$ cat src/rtl/dispense_pkg.sv
// Shared types and defaults for the drink dispense sequencer:
// step encoding (also used by the menu FSM), error codes, timing defaults.
package dispense_pkg;

   typedef enum logic [3:0] {
      S_IDLE    = 4'd0,
      S_CHECK   = 4'd1,
      S_HEAT    = 4'd2,
      S_GRIND   = 4'd3,
      S_BREW    = 4'd4,
      S_CREAMER = 4'd5,
      S_CHOC    = 4'd6,
      S_SETTLE  = 4'd7,
      S_DONE    = 4'd8,
      S_ABORT   = 4'd9
   } state_t;

   localparam logic [2:0] ERR_NONE    = 3'd0;
   localparam logic [2:0] ERR_CONS    = 3'd1;
   localparam logic [2:0] ERR_CANCEL  = 3'd2;
   localparam logic [2:0] ERR_FAULT   = 3'd3;
   localparam logic [2:0] ERR_TIMEOUT = 3'd4;

   localparam int unsigned DEF_TICK_DIV   = 50_000;
   localparam int unsigned DEF_SETTLE_MS  = 500;
   localparam int unsigned DEF_TIMEOUT_MS = 30_000;

   // A zero-length step ends on its first cycle.
   function automatic logic span_done(input logic [15:0] dur,
                                      input logic [15:0] ms,
                                      input logic        tick);
      return (dur == 16'd0) || (tick && (ms == dur - 16'd1));
   endfunction

endpackage

$ cat src/rtl/ms_tick_gen.sv
// Millisecond prescaler: one-cycle tick every TICK_DIV cycles.
// clear restarts the count this cycle; hold freezes it.
import dispense_pkg::*;

module ms_tick_gen #(
   parameter int unsigned TICK_DIV = DEF_TICK_DIV
) (
   input  logic clk,
   input  logic rst,
   input  logic clear,
   input  logic hold,
   output logic tick
);

   localparam logic [15:0] LAST = 16'(TICK_DIV - 1);

   logic [15:0] cnt;
   logic [15:0] cur;

   assign cur  = clear ? 16'd0 : cnt;
   assign tick = !hold && (cur == LAST);

   always_ff @(posedge clk or posedge rst) begin
      if (rst)       cnt <= 16'd0;
      else if (hold) cnt <= cur;
      else if (tick) cnt <= 16'd0;
      else           cnt <= cur + 16'd1;
   end

endmodule

$ cat src/rtl/dispense_sequencer.sv
// Drink dispense sequencer: heat, grind, brew, creamer, chocolate, settle.
// DISPENSE_WATCHDOG_EN adds a timeout on HEAT and BREW pressure stalls.
import dispense_pkg::*;

module dispense_sequencer #(
   parameter int unsigned TICK_DIV   = DEF_TICK_DIV,
   parameter int unsigned SETTLE_MS  = DEF_SETTLE_MS,
   parameter int unsigned TIMEOUT_MS = DEF_TIMEOUT_MS
) (
   input  logic        clk,
   input  logic        rst,
   input  logic        start,
   input  logic        cancel,
   input  logic        fault,
   input  logic [15:0] grind_ms,
   input  logic [15:0] water_ms,
   input  logic [11:0] creamer_ms,
   input  logic [11:0] choc_ms,
   input  logic        paper_ok,
   input  logic        bin_ok,
   input  logic        creamer_ok,
   input  logic        choc_ok,
   input  logic        temp_ready,
   input  logic        pressure_ready,
   output logic        heater_en,
   output logic        grinder_en,
   output logic        pump_en,
   output logic        creamer_vlv,
   output logic        choc_vlv,
   output logic        busy,
   output logic        done,
   output logic        aborted,
   output logic [2:0]  err_code,
   output logic [3:0]  step
);

   localparam logic [15:0] SETTLE = 16'(SETTLE_MS);

   state_t      state, nxt;
   logic [2:0]  nerr;
   logic [15:0] ms, g_ms, w_ms;
   logic [11:0] c_ms, h_ms;
   logic        entry, tick, hold, timeout;
   logic        accept, abortable, cons_bad;

   assign step      = state;
   assign hold      = (state == S_BREW) && !pressure_ready;
   assign accept    = (state == S_IDLE) && start && !cancel;
   assign abortable = (state != S_IDLE) && (state != S_DONE) &&
                      (state != S_ABORT);
   assign cons_bad  = !paper_ok || !bin_ok ||
                      ((c_ms != 12'd0) && !creamer_ok) ||
                      ((h_ms != 12'd0) && !choc_ok);

   ms_tick_gen #(.TICK_DIV(TICK_DIV)) u_tick (
      .clk(clk), .rst(rst), .clear(entry), .hold(hold), .tick(tick)
   );

`ifdef DISPENSE_WATCHDOG_EN
   // Separate prescaler so only waiting time is counted.
   logic        waiting, wtick;
   logic [15:0] wms;

   assign waiting = (state == S_HEAT) || hold;
   assign timeout = wtick && (wms == 16'(TIMEOUT_MS - 1));

   ms_tick_gen #(.TICK_DIV(TICK_DIV)) u_wdog_div (
      .clk(clk), .rst(rst), .clear(entry), .hold(!waiting), .tick(wtick)
   );

   always_ff @(posedge clk or posedge rst) begin
      if (rst)                wms <= 16'd0;
      else if (nxt != state)  wms <= 16'd0;
      else if (wtick)         wms <= wms + 16'd1;
   end
`else
   logic unused_timeout_cfg;
   assign unused_timeout_cfg = ^16'(TIMEOUT_MS);
   assign timeout = 1'b0;
`endif

   always_comb begin
      nxt  = state;
      nerr = err_code;
      case (state)
         S_IDLE: if (accept) begin
            nxt  = fault ? S_ABORT : S_CHECK;
            nerr = fault ? ERR_FAULT : ERR_NONE;
         end
         S_CHECK: begin
            nxt = cons_bad ? S_ABORT : S_HEAT;
            if (cons_bad) nerr = ERR_CONS;
         end
         S_HEAT:    if (temp_ready) nxt = S_GRIND;
         S_GRIND:   if (span_done(g_ms, ms, tick)) nxt = S_BREW;
         S_BREW:    if (span_done(w_ms, ms, tick)) nxt = S_CREAMER;
         S_CREAMER: if (span_done({4'd0, c_ms}, ms, tick)) nxt = S_CHOC;
         S_CHOC:    if (span_done({4'd0, h_ms}, ms, tick)) nxt = S_SETTLE;
         S_SETTLE:  if (span_done(SETTLE, ms, tick)) nxt = S_DONE;
         default:   nxt = S_IDLE;
      endcase
      if (abortable) begin
         if (fault) begin
            nxt = S_ABORT; nerr = ERR_FAULT;
         end else if (cancel) begin
            nxt = S_ABORT; nerr = ERR_CANCEL;
         end else if (timeout) begin
            nxt = S_ABORT; nerr = ERR_TIMEOUT;
         end
      end
   end

   always_ff @(posedge clk or posedge rst) begin
      if (rst) begin
         state       <= S_IDLE;
         entry       <= 1'b0;
         ms          <= 16'd0;
         g_ms        <= 16'd0;
         w_ms        <= 16'd0;
         c_ms        <= 12'd0;
         h_ms        <= 12'd0;
         err_code    <= ERR_NONE;
         heater_en   <= 1'b0;
         grinder_en  <= 1'b0;
         pump_en     <= 1'b0;
         creamer_vlv <= 1'b0;
         choc_vlv    <= 1'b0;
         busy        <= 1'b0;
         done        <= 1'b0;
         aborted     <= 1'b0;
      end else begin
         state    <= nxt;
         entry    <= (nxt != state);
         ms       <= (nxt != state) ? 16'd0 : ms + {15'd0, tick};
         err_code <= nerr;
         if (accept) begin
            g_ms <= grind_ms;
            w_ms <= water_ms;
            c_ms <= creamer_ms;
            h_ms <= choc_ms;
         end
         // Outputs follow the state being entered so they line up with step.
         heater_en   <= (nxt == S_HEAT) || (nxt == S_BREW);
         grinder_en  <= (nxt == S_GRIND) && (g_ms != 16'd0);
         pump_en     <= (nxt == S_BREW) && (w_ms != 16'd0) && pressure_ready;
         creamer_vlv <= (nxt == S_CREAMER) && (c_ms != 12'd0);
         choc_vlv    <= (nxt == S_CHOC) && (h_ms != 12'd0);
         busy        <= (nxt != S_IDLE);
         done        <= (nxt == S_DONE);
         aborted     <= (nxt == S_ABORT);
      end
   end

endmodule
$ cat config.mk
export PLATFORM = sky130hd
export DESIGN_NAME = dispense_sequencer
export DESIGN_NICKNAME = d
export VERILOG_FILES = /design/src/rtl/dispense_pkg.sv /design/src/rtl/ms_tick_gen.sv /design/src/rtl/dispense_sequencer.sv
export SDC_FILE = /design/constraint.sdc
export NUM_CORES = 1
export LEC_CHECK = 0
export CORE_MARGIN = 2
export CORE_UTILIZATION = 50
export CTS_BUF_LIST = sky130_fd_sc_hd__clkbuf_16
export DETAILED_ROUTE_END_ITERATION = 6
export MAX_ROUTING_LAYER = met4
export PLACE_DENSITY = 0.73
export SKIP_LAST_GASP = 1
export SLEW_MARGIN = 25
export SYNTH_ARGS = -nofsm -noshare
export SYNTH_HDL_FRONTEND = slang
export SYNTH_SLANG_ARGS = --single-unit
$ cat constraint.sdc
create_clock -name clk -period 3.9 [get_ports clk]
set_input_delay 0.585 -clock clk [delete_from_list [all_inputs] [get_ports clk]]
set_output_delay 0.585 -clock clk [all_outputs]
set_load 0.03 [all_outputs]
* Yosys cells after proc, flatten, opt, wreduce, memory -nomap -nowiden
Cells that the tools add are included.
Storage, ports and cells: bits of input ports 67, register bits 104
Operators by class: reductions and logical operators 44, add/sub/neg operators 6, eq/ne operators 23, muxes and demuxes 24
Operators with widths (count):
- 16-bit equality test | 4
- 16-bit two-way mux | 4
- 4-bit two-way mux | 12
- 16-bit zero test | 2
- 4-bit one-hot mux with 8 select lines | 1
- 16-bit nonzero test | 2
- 16-bit by 1-bit subtractor with 16-bit output, second input constant | 2
- 4-bit by 3-bit equality test with 1-bit output, second input constant | 7
- 12-bit by 1-bit subtractor with 13-bit output, second input constant | 2
- 12-bit zero test | 2
- 12-bit nonzero test | 2
- 1-bit logical AND | 18
- 16-bit by 1-bit adder with 16-bit output | 1
- 16-bit by 1-bit adder with 16-bit output, second input constant | 1
- 16-bit equality test, second input constant | 1
- 16-bit by 9-bit equality test with 1-bit output, second input constant | 1
- 4-bit by 2-bit equality test with 1-bit output, second input constant | 4
- 3-bit two-way mux | 5
- 4-bit equality test, second input constant | 2
- 1-bit logical OR | 8
- 4-bit != test, second input constant | 2
- 4-bit nonzero test | 2
- 1-bit zero test | 7
- 3-bit one-hot mux with 2 select lines | 1
- other kinds (4) | 4

* Longest topological paths before layout
word-level depth 14, mapped depth 16, mapped depth without buffers 13

* Hierarchy
From an unflattened synthesis, not the netlist that was laid out.
Unflattened totals: cells, all modules 815, area, all modules 6884.1 µm²
Modules (own cells, without submodules):
- dispense_sequencer | area an instance 5999.5 µm², cells each 727, times used 1, sequential area each 2202.1 µm²
- ms_tick_gen | area an instance 884.6 µm², cells each 88, times used 1, sequential area each 400.4 µm²

* Least setup slack after synthesis
No wires, ideal clock.
path kind register to register, from register g_ms[0], to register ms[10], path slack 0.496 ns, cell stages (with the launch flop) 14, arrival 3.270 ns, data required time 3.766 ns, period minus slack after synthesis 3.404 ns, cell sequence dfrtp_1 > inv_1 > ha_1 > or3b_1 > clkbuf_1 > or4_1 > a21o_1 > a221oi_2 > and3_1 > a21oi_2 > or2_4 > o311ai_4 > buf_6 > a211oi_2
On the way: word-level cells in the longest chain between the ends 11
RTL lines:
- from (decl) | RTL line dispense_sequencer.sv:41 | logic [15:0] ms, g_ms, w_ms;
- from (signal assigned) | RTL line dispense_sequencer.sv:137 | g_ms <= grind_ms;
- 16-bit by 1-bit subtractor with 16-bit output | RTL line dispense_pkg.sv:32 | return (dur == 16'd0) || (tick && (ms == dur - 16'd1));
- 16-bit equality test | RTL line dispense_pkg.sv:32
- 1-bit logical AND | RTL line dispense_pkg.sv:32
- 1-bit logical OR (*) | RTL line dispense_pkg.sv:32
- 4-bit two-way mux (*) | RTL line dispense_sequencer.sv:95 | S_GRIND: if (span_done(g_ms, ms, tick)) nxt = S_BREW;
- 4-bit one-hot mux with 8 select lines (*) | RTL line dispense_sequencer.sv:85 | case (state)
- 4-bit two-way mux | RTL line dispense_sequencer.sv:105 | end else if (cancel) begin
- 4-bit two-way mux | RTL line dispense_sequencer.sv:103 | if (fault) begin
- 4-bit two-way mux (*) | RTL line dispense_sequencer.sv:102 | if (abortable) begin
- 4-bit != test (*) | RTL line dispense_sequencer.sv:134 | ms <= (nxt != state) ? 16'd0 : ms + {15'd0, tick};
- 16-bit two-way mux (*) | RTL line dispense_sequencer.sv:134
- to (signal assigned) | RTL line dispense_sequencer.sv:134
- to (decl) | RTL line dispense_sequencer.sv:41
Every way passes the cells marked *; elsewhere a longest branch is shown, timed or not. A chain may end at the register's enable or synchronous reset.

* Worst setup path after layout
from register g_ms[0], to register ms[1]
Same word-level chain as after synthesis.

==> results.tsv <==
metric	value	unit
status	completed	
tightest_slew	848	ps
clockBufferDepth	2	
critPathLaunchType	flop	
power_frac_comb	44.3	%
r2r_slack	310	ps
viasPerCell	5.99	
period_share	92.0	%
crit_start	g_ms[0]	
report.final.hold_viol_count	0	
grt_first_pass_wirelength	29200	um
finalSetupTns	0	ps
grt_max_degree	65	
ys_seq_area_share	37.7	%
drc	0	
synth_cells	715	
vias	5743	
track_usage	26.3	%
relSlewSlack	42.9	%
yosysWarningCount	0	
cts_tree	done	
clock_latency	360	ps
endpoint_kind	flop	
p_seq_share	37.9	%
critPathRequiredTime	4160	ps
synth-edff-count	0	
area_growth	18.4	%
ir_worst_vdd	0.317	mV
final_layout_size_suffix_gt1_share	15.3	%
finClkSkew	9.63	ps
wl_per_cell	18.6	um
root_buffer	clkbuf_16	
p_leak	3.19	nW
fin_ws	311	ps
p_clk_share	17.8	%
max-cap-violations	0	
finalMaxSlewViolations	0	
dieArea	0.0148	mm^2
fin_nets	856	
ys_ff_latch	104	
setup_viol	0	
initial_core_util	51.8	%
synth_cell_types	75	
rsz0062_at_grt	false	
rr_startpoint	g_ms[0]	
placementRows	42	
path_clk_slew	70	ps
syn_area_per_cell	9.66	um^2
dp.final_hpwl	13200	um
final_antenna_net_count	0	
portBuffers	81	
synthesis.nets	793	
ios	82	
cts_sinks	104	
fmax	279	MHz
fin_crit	3590	ps
drt-initial-drc-count	496	
core_area	0.0133	mm^2
htree_levels	3	
r2r_cells	12	
synth.cell_area	0.00691	mm^2
cts_buffers	9	
crit_fanout	16	
endpoint	ms[1]	
r2r_end	ms[1]	
p_sw_share	41.1	%
p_int	2.99	mW
synth_ff_type	dfrtp_1	
gp_congestion	0.969	
finalWirelength	17800	um
critical_path_class	reg2reg	
async_flop_share	100	%
grt_pass1_vias	5651	
overflow	0	
cp.arrival	3850	ps
p_per_area	621	mW/mm^2
die_y	122	um
antennaDiodeCount	0	
whs_path_depth	2	
antenna_found_initial	0	
dieWidth	122	um
p_sw	2.09	mW
dp_worst_setup_slack	304	ps
hp-class	reg2reg	
first_pass_iters	4	
metrics by stage:
stage | hold slack (ps) | utilization (%) | area [um^2] | cells | total power, mW
2_1_floorplan | 503 | - | 6910 | 715 | 3.54
4_1_cts | 515 | 61.3 | 8180 | 959 | 5.09
3_3_place_gp | 485 | 59.1 | 7890 | 943 | 4.09
6_report | 506 | 61.3 | 8180 | 959 | 5.09
3_5_place_dp | 499 | 59.1 | 7890 | 943 | 4.17
5_1_grt | 541 | 61.3 | 8180 | 959 | 5.44
repair_timing:
item	in CTS	in global routing
buffers inserted	0	0
resized for setup	0	1
hold buffers	0	0
setup endpoints to repair	0	6
cell families after synthesis:
family          Yosys count  share of synthesized area, %
simple gates            280                          22.9
flops                   104                          37.7
xor+xnor                103                          13.1
compound gates           89                          10.6
buf+inv                  68                          4.04
mux                      60                          9.72
fa+ha+maj                11                          1.99
critical path: stages (launching register included):
cell and delay [ps]:
dfrtp_1 440, inv_1 110, ha_1 250, or3b_1 470
or4_1 490, a21o_1 190, a221oi_2 230, and3_1 210
a21oi_2 100, o311ai_2 390, o311ai_4 190, buf_12 190
a211oi_1 200
power by group through the flow:
stage | combinational, mW | clock [mW] | sequential, mW
after global routing | 2.47 | 0.967 | 2.00
after detailed placement | 2.23 | 0 | 1.94
after floorplan | 1.75 | 0 | 1.79
after global placement | 2.17 | 0 | 1.92
after CTS | 2.24 | 0.927 | 1.92
final | 2.25 | 0.905 | 1.93
registers in the layout, summed over array words and instances (netlist names):
signal	cells
creamer_vlv	1
pump_en	1
g_ms	16
c_ms	12
u_tick.cnt	16
choc_vlv	1
busy	1
h_ms	12
grinder_en	1
w_ms	16
entry	1
done	1
aborted	1
step	4
heater_en	1
ms	16
err_code	3
cells in the mapped netlist (all sizes together), types with 2 or more instances:
master | n | area, um^2
a211o | 3 | 26.3
a211oi | 18 | 185
a21o | 3 | 22.5
a21oi | 8 | 43.8
a221oi | 4 | 41.3
a22oi | 3 | 22.5
a31oi | 6 | 37.5
a41oi | 2 | 17.5
and2 | 3 | 18.8
and3 | 14 | 87.6
and4 | 4 | 35.0
buf | 11 | 65.1
clkbuf | 36 | 135
dfrtp | 104 | 2600
ha | 11 | 138
inv | 20 | 75.1
mux2 | 57 | 642
mux2i | 3 | 30.0
nand2 | 55 | 206
nand2b | 5 | 31.3
nand3 | 24 | 125
nand3b | 3 | 22.5
nand4 | 19 | 119
nand4b | 2 | 17.5
nor2 | 34 | 128
nor2b | 11 | 68.8
nor3 | 36 | 190
nor3b | 9 | 67.6
nor4 | 22 | 156
nor4b | 11 | 96.3
o2111ai | 2 | 17.5
o211ai | 3 | 22.5
o21ai | 15 | 75.1
o2bb2ai | 2 | 17.5
o311ai | 2 | 42.6
o31ai | 3 | 27.5
o41ai | 2 | 17.5
or2 | 5 | 33.8
or3 | 6 | 37.5
or3b | 2 | 17.5
or4 | 10 | 75.1
or4b | 3 | 30.0
xnor2 | 69 | 604
xor2 | 34 | 298
worst min path at each step:
stage,from,end
after floorplan,w_ms[1],w_ms[1]
after global placement,err_code[1],err_code[1]
after detailed placement,err_code[1],err_code[1]
after CTS,err_code[2],err_code[2]
after global routing,err_code[1],err_code[1]
final,err_code[2],err_code[2]
routing by layer:
layer / vias up / track usage, % / routed length [um] / share of wire [%]
li1: 2712 / - / - / -
met5: - / - / 0 / 0
met1: 2783 / 34.3 / 8090 / 45
met2: 207 / 41.7 / 8300 / 47
met4: 0 / 7.83 / 435 / 2.4
met3: 41 / 5.06 / 1020 / 5.7
cell usage in the layout, fill, tap and decap left out, types with 7 or more instances in the layout:
| master | instances |
|---|---|
| dfrtp_1 | 104 |
| clkdlybuf4s50_1 | 81 |
| xnor2_1 | 69 |
| mux2_2 | 57 |
| nand2_1 | 54 |
| nor2_1 | 34 |
| nor3_1 | 34 |
| xor2_1 | 34 |
| nand3_1 | 23 |
| inv_1 | 19 |
| nand4_1 | 19 |
| nor4_1 | 19 |
| buf_4 | 17 |
| and3_1 | 14 |
| o21ai_0 | 13 |
| nor4b_1 | 11 |
| nor2b_1 | 11 |
| ha_1 | 11 |
| or4_1 | 10 |
| a211oi_2 | 10 |
| nor3b_1 | 9 |
| clkbuf_16 | 9 |
| a211oi_1 | 8 |
| a21oi_1 | 7 |
area by class of cell:
type,count,area (um^2)
Clock buffer,9,225
Clock inverter,7,62.6
Fill cell,1138,5160
Inverter,21,81.3
Multi-Input combinational cell,543,4030
Sequential cell,104,2600
Tap cell,176,220
Timing Repair Buffer,99,958
Note: power is estimated with default switching activity, not from simulation.
